--- src/rtl/obi_mgr_pkg.sv ---
`default_nettype none
// ============================================================================
// Package  : obi_mgr_pkg
// Brief    : Shared types and alignment helper for OBI byte-enabled managers
// Revision : 1.0
// ============================================================================
package obi_mgr_pkg;

    typedef enum logic [1:0] {
        SIZE_B   = 2'd0,
        SIZE_H   = 2'd1,
        SIZE_W   = 2'd2,
        SIZE_RSV = 2'd3
    } size_e;

    typedef enum logic [2:0] {
        IDLE = 3'd0,
        ADDR = 3'd1,
        RESP = 3'd2,
        ERR  = 3'd3,
        DONE = 3'd4
    } mgr_state_e;

    function automatic logic is_aligned(input logic [1:0] size, input logic [1:0] off);
        case (size_e'(size))
            SIZE_B:  return 1'b1;
            SIZE_H:  return ~off[0];
            SIZE_W:  return (off == 2'b00);
            default: return 1'b0;
        endcase
    endfunction

endpackage
`default_nettype wire

--- src/rtl/obi_be_align.sv ---
`default_nettype none
// ============================================================================
// Module   : obi_be_align
// Brief    : Byte-enable generation, write lane shift and read extraction
// Revision : 1.0
// ============================================================================
module obi_be_align
    import obi_mgr_pkg::*;
(
    input  logic [1:0]  i_size,
    input  logic [1:0]  i_off,
    input  logic [31:0] i_wdata,
    input  logic [31:0] i_rdata,
    output logic [3:0]  o_be,
    output logic [31:0] o_wdata,
    output logic [31:0] o_rdata
);

    logic [4:0]  w_shamt;
    logic [31:0] w_lane_mask;
    logic [31:0] w_size_mask;

    assign w_shamt = {i_off, 3'b000};

    always_comb begin
        o_be        = 4'b0000;
        w_size_mask = 32'h0000_0000;
        case (size_e'(i_size))
            SIZE_B: begin
                o_be        = 4'b0001 << i_off;
                w_size_mask = 32'h0000_00FF;
            end
            SIZE_H: begin
                o_be        = 4'b0011 << i_off;
                w_size_mask = 32'h0000_FFFF;
            end
            SIZE_W: begin
                o_be        = 4'b1111;
                w_size_mask = 32'hFFFF_FFFF;
            end
            default: ;
        endcase
    end

    // Lanes without an enable are driven to zero rather than left as stale data
    for (genvar g = 0; g < 4; g++) begin : g_lane
        assign w_lane_mask[8*g +: 8] = {8{o_be[g]}};
    end

    assign o_wdata = (i_wdata << w_shamt) & w_lane_mask;
    assign o_rdata = (i_rdata >> w_shamt) & w_size_mask;

endmodule
`default_nettype wire

--- src/rtl/obi_mgr_be.sv ---
`default_nettype none
// ============================================================================
// Module   : obi_mgr_be
// Brief    : Single-outstanding byte-enabled OBI manager with local alignment
//            checking and an optional response timeout
// Revision : 1.0
// ============================================================================
module obi_mgr_be
    import obi_mgr_pkg::*;
#(
    parameter int ADDR_WIDTH = 32,
    parameter int DATA_WIDTH = 32,
    parameter int TIMEOUT    = 16
) (
    input  logic                    clk_i,
    input  logic                    reset_i,
    input  logic                    cmd_valid_i,
    output logic                    cmd_ready_o,
    input  logic                    cmd_we_i,
    input  logic [ADDR_WIDTH-1:0]   cmd_addr_i,
    input  logic [1:0]              cmd_size_i,
    input  logic [DATA_WIDTH-1:0]   cmd_wdata_i,
    output logic                    rsp_valid_o,
    input  logic                    rsp_ready_i,
    output logic [DATA_WIDTH-1:0]   rsp_rdata_o,
    output logic                    rsp_err_o,
    output logic                    obi_req_o,
    input  logic                    obi_gnt_i,
    output logic [ADDR_WIDTH-1:0]   obi_addr_o,
    output logic                    obi_we_o,
    output logic [DATA_WIDTH/8-1:0] obi_be_o,
    output logic [DATA_WIDTH-1:0]   obi_wdata_o,
    input  logic                    obi_rvalid_i,
    output logic                    obi_rready_o,
    input  logic [DATA_WIDTH-1:0]   obi_rdata_i,
    input  logic                    obi_err_i
);

    localparam int c_cnt_w = (TIMEOUT > 1) ? $clog2(TIMEOUT) : 1;
    localparam logic [c_cnt_w-1:0] c_cnt_last = c_cnt_w'((TIMEOUT > 0) ? TIMEOUT - 1 : 0);
    localparam logic [c_cnt_w-1:0] c_cnt_max  = {c_cnt_w{1'b1}};

    mgr_state_e              r_state;
    logic                    r_cmd_ready;
    logic                    r_req;
    logic                    r_rready;
    logic                    r_rsp_valid;
    logic                    r_rsp_err;
    logic                    r_we;
    logic [1:0]              r_size;
    logic [1:0]              r_off;
    logic [ADDR_WIDTH-1:0]   r_addr;
    logic [3:0]              r_be;
    logic [31:0]             r_wdata;
    logic [31:0]             r_rdata;
    logic [c_cnt_w-1:0]      r_cnt;

    logic [1:0]              w_size;
    logic [1:0]              w_off;
    logic [3:0]              w_be;
    logic [31:0]             w_wdata;
    logic [31:0]             w_rdata;

    // The aligner sees the incoming command while idle and the held one afterwards
    assign w_size = (r_state == IDLE) ? cmd_size_i       : r_size;
    assign w_off  = (r_state == IDLE) ? cmd_addr_i[1:0]  : r_off;

    obi_be_align u_align (
        .i_size  (w_size),
        .i_off   (w_off),
        .i_wdata (cmd_wdata_i),
        .i_rdata (obi_rdata_i),
        .o_be    (w_be),
        .o_wdata (w_wdata),
        .o_rdata (w_rdata)
    );

    always_ff @(posedge clk_i) begin
        if (reset_i) begin
            r_state     <= IDLE;
            r_cmd_ready <= 1'b1;
            r_req       <= 1'b0;
            r_rready    <= 1'b0;
            r_rsp_valid <= 1'b0;
            r_rsp_err   <= 1'b0;
            r_we        <= 1'b0;
            r_size      <= 2'b00;
            r_off       <= 2'b00;
            r_addr      <= '0;
            r_be        <= 4'b0000;
            r_wdata     <= 32'h0;
            r_rdata     <= 32'h0;
            r_cnt       <= '0;
        end else begin
            case (r_state)
                IDLE: begin
                    if (cmd_valid_i) begin
                        r_cmd_ready <= 1'b0;
                        r_we        <= cmd_we_i;
                        r_size      <= cmd_size_i;
                        r_off       <= cmd_addr_i[1:0];
                        r_addr      <= {cmd_addr_i[ADDR_WIDTH-1:2], 2'b00};
                        r_be        <= w_be;
                        r_wdata     <= w_wdata;
                        if (is_aligned(cmd_size_i, cmd_addr_i[1:0])) begin
                            r_req   <= 1'b1;
                            r_state <= ADDR;
                        end else begin
                            r_state <= ERR;
                        end
                    end
                end
                ADDR: begin
                    if (obi_gnt_i) begin
                        r_req    <= 1'b0;
                        r_rready <= 1'b1;
                        r_cnt    <= '0;
                        r_state  <= RESP;
                    end
                end
                RESP: begin
                    if (obi_rvalid_i) begin
                        r_rready    <= 1'b0;
                        r_rsp_valid <= 1'b1;
                        r_rsp_err   <= obi_err_i;
                        r_rdata     <= (r_we || obi_err_i) ? 32'h0 : w_rdata;
                        r_state     <= DONE;
                    end else if ((TIMEOUT != 0) && (r_cnt == c_cnt_last)) begin
                        r_rready    <= 1'b0;
                        r_rsp_valid <= 1'b1;
                        r_rsp_err   <= 1'b1;
                        r_rdata     <= 32'h0;
                        r_state     <= DONE;
                    end else if (r_cnt != c_cnt_max) begin
                        r_cnt <= r_cnt + 1'b1;
                    end
                end
                ERR: begin
                    r_rsp_valid <= 1'b1;
                    r_rsp_err   <= 1'b1;
                    r_rdata     <= 32'h0;
                    r_state     <= DONE;
                end
                DONE: begin
                    if (rsp_ready_i) begin
                        r_rsp_valid <= 1'b0;
                        r_rsp_err   <= 1'b0;
                        r_rdata     <= 32'h0;
                        r_cmd_ready <= 1'b1;
                        r_state     <= IDLE;
                    end
                end
                default: begin
                    r_state     <= IDLE;
                    r_cmd_ready <= 1'b1;
                    r_req       <= 1'b0;
                    r_rready    <= 1'b0;
                    r_rsp_valid <= 1'b0;
                end
            endcase
        end
    end

    assign cmd_ready_o  = r_cmd_ready;
    assign obi_req_o    = r_req;
    assign obi_addr_o   = r_addr;
    assign obi_we_o     = r_we;
    assign obi_be_o     = r_be;
    assign obi_wdata_o  = r_wdata;
    assign obi_rready_o = r_rready;
    assign rsp_valid_o  = r_rsp_valid;
    assign rsp_err_o    = r_rsp_err;
    assign rsp_rdata_o  = r_rdata;

endmodule
`default_nettype wire

--- config.mk ---
export PLATFORM = sky130hd
export DESIGN_NAME = obi_mgr_be
export DESIGN_NICKNAME = d
export VERILOG_FILES = /design/src/rtl/obi_mgr_pkg.sv /design/src/rtl/obi_be_align.sv /design/src/rtl/obi_mgr_be.sv
export SDC_FILE = /design/constraint.sdc
export NUM_CORES = 1
export LEC_CHECK = 0
export BUFFER_PORTS_ARGS = -buffer_cell sky130_fd_sc_hd__buf_2
export CAP_MARGIN = 30
export CORE_ASPECT_RATIO = 0.7
export CORE_MARGIN = 4
export CORE_UTILIZATION = 48
export CTS_CLUSTER_SIZE = 12
export DETAILED_ROUTE_END_ITERATION = 6
export PLACE_DENSITY = 0.9
export SYNTH_ARGS = -nofsm -noshare
export SYNTH_HDL_FRONTEND = slang
export SYNTH_SLANG_ARGS = --single-unit
--- constraint.sdc ---
create_clock -name clk_i -period 3.7 [get_ports clk_i]
set_clock_uncertainty 0.1 [all_clocks]
set_input_delay 0.74 -clock clk_i [delete_from_list [all_inputs] [get_ports clk_i]]
set_output_delay 0.74 -clock clk_i [all_outputs]
set_load 0.02 [all_outputs]
# After elaboration in Yosys (flattened, before gate mapping)
# Index checks and enable logic that the tools add are counted.
classes:
  n_addsub: 1
  n_eq_ne: 18
  shift: 4
  n_mux: 42
  bitwise: 7
  n_reduce_logical: 19
op_table:
  columns: ["operator", "n"]
  rows:
  - ["$pmux 32 s3", 2]
  - ["$mux 32", 4]
  - ["$and 32x32->32", 2]
  - ["$shl 32x5->32", 1]
  - ["$shr 32x5->32", 1]
  - ["$mux 4", 4]
  - ["$mux 1", 15]
  - ["$mux 3", 5]
  - ["$pmux 1 s3", 5]
  - ["$pmux 3 s5", 1]
  - ["$ne 2x2->1 const B", 6]
  - ["$pmux 4 s3", 1]
  - ["$reduce_and 3->1", 4]
  - ["$reduce_or 3->1", 3]
  - ["$pmux 4 s2", 1]
  - ["$reduce_and 4->1", 2]
  - ["$eq 3x2->1 const B", 2]
  - ["$logic_not 2->1", 3]
  - ["$mux 2", 3]
  - ["$not 1->1", 5]
  - ["$reduce_and 5->1", 1]
  - ["$add 4x1->4 const B", 1]
  - ["$eq 2x1->1 const B", 2]
  - ["$eq 2x2->1 const B", 2]
  - ["other kinds (15)", 15]
word_totals:
  regBits: 115
  inputBits: 106
  out_inout_bits: 106
  word_cells: 105

# Longest topological paths before layout
# Gate-level depths: netlist of run 1.
depth:
  depth_word: 8
  depth_mapped: 10
  mapped_depth_nobuf: 8

# Cells and area by module
# A second synthesis of run 1 with hierarchy kept.
hier_totals:
  cells_unflattened: 688
  hier_area_um2: 5738.0
by_module_without_submodules:
  columns: ["module", "instances", "cells_each", "area_per_inst_um2", "seq_area_each_um2"]
  rows:
  - ["obi_mgr_be", 1, 502, 4405.5, 2302.2]
  - ["obi_be_align", 1, 186, 1332.5, 0.0]

# Least setup slack after synthesis of run 1
# Ideal clock, no wire load.
synth_path:
  path_type: "reg2reg"
  from: "register r_state[1]"
  to: "register r_rdata[10], in the netlist rsp_rdata_o[10]"
  setup_time_ps: 60
  t_arrival_ps: 2414
  required_ps: 3540
  slack_ps: 1126
  stages_incl_launch_ff: 8
  path_buffers: 1
  synth_period_minus_slack_ps: 2574
  path_cell_list: "dfxtp_1 buf_4 nor3_4 mux2i_1 ha_1 nor4_1 a21boi_0 a221o_1"
synth_between:
  elab_chain_cells: 8
  word_cells_on_any_way: 19
  classes_between: "7 x eq/ne; 1 x shift; 6 x mux; 1 x bitwise; 4 x reduce/logical"
synth_lines:
  columns: ["item", "line", "rtl"]
  rows:
  - ["start, declared", "obi_mgr_be.sv:43", "mgr_state_e r_state;"]
  - ["start signal, assigned", "obi_mgr_be.sv:80", "r_state <= IDLE;"]
  - ["start signal, assigned", "obi_mgr_be.sv:107", "r_state <= ADDR;"]
  - ["start signal, assigned", "obi_mgr_be.sv:109", "r_state <= ERR;"]
  - ["parallel branches: the longest is 8 deep, another holds $shr 32x5->32", null, null]
  - ["end signal, assigned", "obi_mgr_be.sv:126", "r_rdata <= (r_we || obi_err_i) ? 32'h0 : w_rdata;"]
  - ["end, declared", "obi_mgr_be.sv:55", "logic [31:0] r_rdata;"]
# Parallel ways; which one is timed is not known.
# A chain may end at the register's enable or synchronous reset.

# Worst setup path after layout of run 1
layout_path:
  from: "register r_state[2]"
  to: "register r_wdata[25], in the netlist obi_wdata_o[25]"
layout_between:
  elab_chain_cells: 5
  word_cells_on_any_way: 12
  classes_between: "2 x eq/ne; 3 x shift; 3 x mux; 1 x bitwise; 3 x reduce/logical"
layout_lines:
  columns: ["item", "line", "rtl"]
  rows:
  - ["$logic_not 3->1 (*)", "obi_mgr_be.sv:65, obi_mgr_be.sv:66, obi_mgr_be.sv:95", null]
  - ["parallel branches: the longest is 4 deep, another holds $shl 32x5->32", null, null]
  - ["end signal, assigned", "obi_mgr_be.sv:104", "r_wdata <= w_wdata;"]
  - ["end, declared", "obi_mgr_be.sv:54", "logic [31:0] r_wdata;"]
# Every way passes the cells marked *.

==> results of run 1 <==
[layer usage]
| layer | routed length (um) | global-route usage [%] | vias to the layer above |
|---|---|---|---|
| li1 | - | - | 2525 |
| met1 | 6959 | 33.34 | 2487 |
| met2 | 7127 | 38.40 | 269 |
| met3 | 1746 | 9.851 | 23 |
| met4 | 225 | 7.168 | 2 |
| met5 | 7 | 0 | - |
[sequential cells by signal, summed over array words and instances, names as in the netlist, 2 cells and up]
signal and count:
obi_addr_o 30, obi_be_o 4, obi_wdata_o 32, r_cnt 4
r_off 2, r_size 2, r_state 3, rsp_rdata_o 32
[worst paths after layout]
check | startpoint | endpoint | slack, ps | cells past startpoint
max reg2reg | r_state[2]$_SDFFE_PP0P_ | obi_wdata_o[25]$_SDFFE_PP0P_ | 670 | 9
min reg2reg | obi_addr_o[12]$_SDFFE_PP0P_ | obi_addr_o[12]$_SDFFE_PP0P_ | 350 | 2
max | r_state[2]$_SDFFE_PP0P_ | obi_wdata_o[25]$_SDFFE_PP0P_ | 670 | 9
min | obi_addr_o[12]$_SDFFE_PP0P_ | obi_addr_o[12]$_SDFFE_PP0P_ | 350 | 2
[worst register-to-register path, cell delays in order, from the launching register on]
cell       delay (ps)
dfxtp_1           720
nor3_4             80
buf_4             230
mux2_2            330
ha_1              210
nor2_1             50
mux2i_1           250
a2bb2oi_1         150
nor3_2            600
a32o_1            270
[kinds of logic (layout without fill, tap and decap cells)]
family / after synthesis / in the layout
xor+xnor: 3 / 3
flops: 115 / 115
other cells: 1 / 2
mux: 36 / 36
compound gates: 149 / 149
fa+ha+maj: 4 / 4
buf+inv: 53 / 259
simple gates: 248 / 248
[Yosys cell counts (all sizes together), types with 4 or more instances]
cell type,instances
a221o,16
a21oi,43
nor3,7
clkbuf,31
a2bb2oi,9
mux2i,31
a22o,16
a32o,8
a21boi,7
a22oi,9
dfxtp,115
ha,4
nor2,41
inv,8
mux2,5
nand3,18
buf,14
nor2b,5
o21ai,24
nand2,159
[cell type report]
| cell class | instances | area (um2) |
|---|---|---|
| clock buffers | 20 | 456.7 |
| repair buffers | 219 | 1121 |
| well taps | 132 | 165.2 |
| fillers | 841 | 3525 |
| clock inverters | 12 | 203.9 |
| flip-flops and latches | 115 | 2302 |
| inverters | 8 | 30.03 |
| multi-input cells | 442 | 2630 |
[per-stage QoR]
stage                     instance area (um2)  utilization (%)
after global placement                   6248            59.89
after detailed placement                 6248            59.89
after CTS                                6909            66.22
after global routing                     6909            66.22
after floorplan                          5175                -
final                                    6909            66.22
[power by group]
group | internal, mW | switching, mW | total [mW] | leakage [nW]
Combinational | 0.310 | 0.543 | 0.853 | 2.05
Clock | 1.23 | 0.587 | 1.82 | 0.312
Sequential | 1.33 | 0.0606 | 1.39 | 0.936
==> qor.txt, run 1 <==
Max-Cap Viols: 0
Setup ws final: 671.7 ps
Global-route wire length before repair: 25.33 mm
CP Capture Type: flip-flop
Post-Synthesis Cell Area: 0.005171 mm2
Sink Count: 115
Share of the synthesized area in the top cell type: 44.52%
Slowest stage delay, CP: 720 ps
Leak Pwr: 3.303 nW
Most common cell after layout, fill and taps aside: buf_2
Mux cell area share after synthesis: 7.307%
Worst slew pin tran: 809.7 ps
Boundary Pins: 212
Congestion Overflow GR: 0
# hold bufs at CTS: 0
CP required: 3950 ps
Yosys synthesis warning count: 0
DP Worst Slack: 651.3 ps
Most frequent cells in the layout: 209 x buf_2, 159 x nand2_1, 115 x dfxtp_1
Slowest-stage cell, CP: dfxtp_1
Post-DP HPWL: 11.52 mm
WL/cell: 16.95 um
CTS tree: yes
Final setup fails: 0
Ys flop type: dfxtp_1
Post-synthesis compound-gate area fraction: 20.47%
WHS: 350.6 ps
CTS resizes: 0
Die Wd: 132.1 um
Clock slew at reported path FFs: 60 ps
Core area: 0.01043 mm2
Vias/cell: 5.597
Setup Fix Bufs, Post-CTS: 0
Clock Latency Late Sink: 400 ps
CTS Buf Count: 17
Total number of vias: 5306
Adder-Cell Fraction of Synth Area: 0.9678%
Die Y-Extent: 94.84 um
Crit-path max FO: 19
FP Rows: 31
Final Max Tran Viols: 0
Slew HR: 44.87%
CTS root buf: clkbuf_16
#FFs+latches synth: 115
Clock buffer depth: 2
Hold Vio Cnt, Final: 0
XOR/XNOR share of the synthesized area: 0.5081%
Top Family by Delay on Critical Path: flip-flops
PD cells: 587.7 mW/mm2
CP Buf/Inv Count: 1
VDD IR-drop max: 0.0003896 V
Final nets: 913
Worst Path Arrival: 3270 ps
Dpl cells: 916
Max Clk Rate: 330.2 MHz
Max H-tree Level: 4
RSZ-0062 raised after global routing: false
DR DRC count: 0
Crit Path Category: flip-flop to flip-flop
Async SR Flop Fraction: 0%
Synth area leaders: dfxtp_1 45%, nand2_1 12%, mux2i_1 5.8%, a21oi_1 4.1%, a221o_1 3.1%
Antenna viol nets, final: 0
Final WL: 16.07 mm
Initial DRT Pass Iterations: 5
Register area share after synthesis: 44.52%
Initial antenna violation count: 1
Gr usage total: 25.19%
Largest family of logic cells by synthesized area: simple AND/OR/NAND/NOR gates
Vias in the first global route: 4891
Port Buffer Count: 209
Largest net degree at the start of global routing: 55
Status: finished, final reports clean
Initial DRC count: 447
Placer Congestion: 0.9021
Final period util: 81.85%
Syn Inst Count: 609
Initial Utilization: 49.56%
Pwr Total: 4.060 mW
Hold Crit Class: flip-flop to flip-flop
Fin Setup TNS: 0 ps
Area leader, netlist: dfxtp_1
Worst path cell trace: nor3_4 > buf_4 > mux2_2 > ha_1 > nor2_1 > mux2i_1 > a2bb2oi_1 > nor3_2 > a32o_1
Diodes inserted: 0
Simple-gate portion of the synthesized area: 21.17%
Die area: 0.01252 mm2
Layout cell share with drive strength beyond 1: 32.84%
Syn_area_per_cell: 8.491 um2
Final non-filler cell total: 948
Fin crit period: 3028 ps
Synth-to-Final Area Change: 33.61%
Yosys cell types: 57
Post-synth EDFFs: 0
Worst Setup Start Kind: flip-flop
(Power assumes the default switching activity.)
==> run 2: changes to the inputs <==
Settings changed: ABC_AREA from default to 1, CORE_UTILIZATION 48 to 50, PLACE_DENSITY 0.9 to 0.91.
Clock period 3.7 ns to 3.15 ns, I/O delays scaled along.
==> run 2 against run 1 <==
  * First-iteration DRC count is 27% higher
  * Maximum frequency grew 30%
  * Worst setup slack better by 140 ps
  * Highest routed layer is now met4
  * Die area is 7.4% higher
==> qor.txt, run 2 <==
Status: finished, final reports clean
Initial antenna violation count: 1 (unchanged)
Hold Vio Cnt, Final: 0 (unchanged)
Worst Path Arrival: 2570 ps (-700 ps)
Post-synthesis compound-gate area fraction: 14.03% (-6.4 points)
Final nets: 1154 (+26%)
Worst Setup Start Kind: flip-flop
Leading cell type by number of instances after synthesis: nand2_1
Fillers: 961 (+14%)
Layout cell share with drive strength beyond 1: 26.49% (-6.4 points)
Yosys cell types: 34 (-40%)
Hold Crit Class: primary input to flip-flop
Most common cell after layout, fill and taps aside: nand2_1
CTS tree: yes
Port Buffer Count: 209 (unchanged)
XOR/XNOR share of the synthesized area: 0% (-0.51 points)
Crit Path Category: flip-flop to flip-flop
Syn Inst Count: 863 (+42%)
CP Capture Type: flip-flop
Final period util: 74.17% (-7.7 points)
Die area: 0.01345 mm2 (+7.4%)
Slew HR: 46.31% (+1.4 points)
Largest family of logic cells by synthesized area: simple AND/OR/NAND/NOR gates
Clock slew at reported path FFs: 60 ps (about the same)
Initial Utilization: 52.06% (+2.5 points)
Synth area leaders: dfxtp_1 40%, nand2_1 15%, nand3_1 7.3%, a21oi_1 6.8%, nor2_1 6.8%
Placer Congestion: 0.9557 (+5.9%)
Adder-Cell Fraction of Synth Area: 0.8606% (-0.11 points)
Slowest stage delay, CP: 390 ps (-330 ps)
Post-synth EDFFs: 0 (unchanged)
DR DRC count: 0 (unchanged)
Initial DRT Pass Iterations: 5 (unchanged)
Register area share after synthesis: 39.59% (-4.9 points)
Fin crit period: 2336 ps (-692.1 ps)
Die Y-Extent: 98.23 um (+3.6%)
Core area: 0.01117 mm2 (+7.1%)
Fin area: 0.007405 mm2 (+7.2%)
WL/cell: 15.08 um (-11%)
Total number of vias: 6324 (+19%)
Largest net degree at the start of global routing: 74 (+35%)
VDD IR-drop max: 0.0005274 V (+35%)
Post-DP HPWL: 12.58 mm (+9.1%)
Post-Synthesis Cell Area: 0.005816 mm2 (+12%)
Fin Setup TNS: 0 ps (unchanged)
Worst path cell trace: nor2_4 > nand2_4 > o21ai_2 > ha_1 > inv_1 > nand3_1 > nand2_1 > nand2_1 > nand3_1 > a21oi_1
Clock buffer depth: 2 (unchanged)
Initial DRC count: 566 (+27%)
Area leader, netlist: dfxtp_1
Most frequent cells after synthesis: 229 x nand2_1, 115 x dfxtp_1, 105 x nor2_1
Syn_area_per_cell: 6.739 um2 (-21%)
Leak Pwr: 3.693 nW (+12%)
FP Rows: 32 (+3.2%)
Crit-path max FO: 12 (-7)
Global-route wire length before repair: 28.56 mm (+13%)
CTS resizes: 0 (unchanged)
Vias in the first global route: 5694 (+16%)
Slowest-stage cell, CP: nand2_1
Worst slew pin tran: 805.4 ps (-4.280 ps)
Gr usage total: 26.47% (+1.3 points)
Final Max Tran Viols: 0 (unchanged)
Share of the synthesized area in the top cell type: 39.59% (-4.9 points)
CTS root buf: clkbuf_16
Cell Area, Placed: 0.006819 mm2 (+9.1%)
Simple-gate portion of the synthesized area: 35.84% (+15 points)
Final setup fails: 0 (unchanged)
Synth-to-Final Area Change: 27.32%
Max-Cap Viols: 0 (unchanged)
RSZ-0062 raised after global routing: false
Antenna viol nets, final: 0 (unchanged)
Die Wd: 136.9 um (+3.7%)
#FFs+latches synth: 115 (unchanged)
Clock Latency Late Sink: 410 ps (about the same)
Async SR Flop Fraction: 0% (unchanged)
CTS Buf Count: 17 (unchanged)
# hold bufs at CTS: 0 (unchanged)
CP required: 3390 ps (-560 ps)
Final WL: 18.26 mm (+14%)
Yosys synthesis warning count: 0 (unchanged)
Max Clk Rate: 428.0 MHz (+30%)
Most frequent cells in the layout: 229 x nand2_1, 209 x buf_2, 115 x dfxtp_1
Max H-tree Level: 4 (unchanged)
Boundary Pins: 212 (unchanged)
Setup Fix Bufs, Post-CTS: 0 (unchanged)
Sink Count: 115 (unchanged)
Mux cell area share after synthesis: 0% (-7.3 points)
PD cells: 779.2 mW/mm2 (+33%)
Vias/cell: 5.222 (-6.7%)
Congestion Overflow GR: 0 (unchanged)
Ys flop type: dfxtp_1
-- run 2: cell count changes after synthesis, moves of 30 or more --
cell / delta
nand3_1: +67
a21oi_1: +37
nor2_1: +64
nand2_1: +70
mux2i_1: -30
inv_1: +57
-- run 2: cell families (layout without fill, tap and decap cells) --
logic type | count (synthesis) | in the layout
AOI/OAI and AO/OA | 153 | 153
and+or+nand+nor | 468 | 468
other | 1 | 3
DFF | 115 | 115
adders and majority gates | 4 | 4
buffers and inverters | 122 | 315
-- run 2: per-stage QoR --
| step | total power [mW] | std cells | util [%] | setup slack, ps | hold slack (ps) |
|---|---|---|---|---|---|
| detailed placement | 3.863 | 1178 | 61.04 | 792.8 | 353.1 |
| global placement | 3.836 | 1178 | 61.04 | 852.8 | 342.1 |
| CTS | 5.771 | 1210 | 66.26 | 827.0 | 328.7 |
| floorplan | 3.367 | 864 | - | 1184 | 329.7 |
| finish | 5.770 | 1211 | 66.29 | 813.8 | 337.1 |
| global route | 6.120 | 1211 | 66.29 | 574.6 | 332.4 |
-- run 2: cell type report --
cell class	count	area, um2	share of cell area (%)
well taps	153	191.4	2.585
multi-input cells	627	2958	39.95
inverters	69	259.0	3.498
clock buffers	17	425.4	5.745
diodes	1	2.502	0.03380
repair buffers	214	1109	14.97
flip-flops and latches	115	2302	31.09
clock inverters	15	157.7	2.129
-- run 2: layer usage --
| layer | GRT usage, % | share of wire, % |
|---|---|---|
| met1 | 37.25 | 43 |
| met5 | 0 | 0 |
| met2 | 39.02 | 43 |
| met3 | 8.084 | 12 |
| met4 | 7.899 | 1.3 |
-- run 2: final timing paths --
kind / end / depth (start not counted) / slack, ps / startpoint
max: obi_wdata_o[12]$_SDFFE_PP0P_ / 10 / 810 / r_state[0]$_SDFFE_PP0P_
min: obi_addr_o[17]$_SDFFE_PP0P_ / 3 / 340 / cmd_addr_i[17]
max reg2reg: obi_wdata_o[12]$_SDFFE_PP0P_ / 10 / 810 / r_state[0]$_SDFFE_PP0P_
min reg2reg: obi_wdata_o[11]$_SDFFE_PP0P_ / 2 / 360 / obi_wdata_o[11]$_SDFFE_PP0P_
-- run 2: where the power goes --
part / internal (mW) / switching [mW]
sequential: 1.64 / 0.103
combinational: 0.638 / 1.50
clock: 1.17 / 0.728
total: 3.44 / 2.33
-- run 2: critical path: cells and delay by family (launching register included) --
kind | cells | cell delay, ps
and+or+nand+nor | 6 | 1110
DFF | 1 | 360
buffers and inverters | 1 | 40
adders and majority gates | 1 | 220
AOI/OAI and AO/OA | 2 | 430
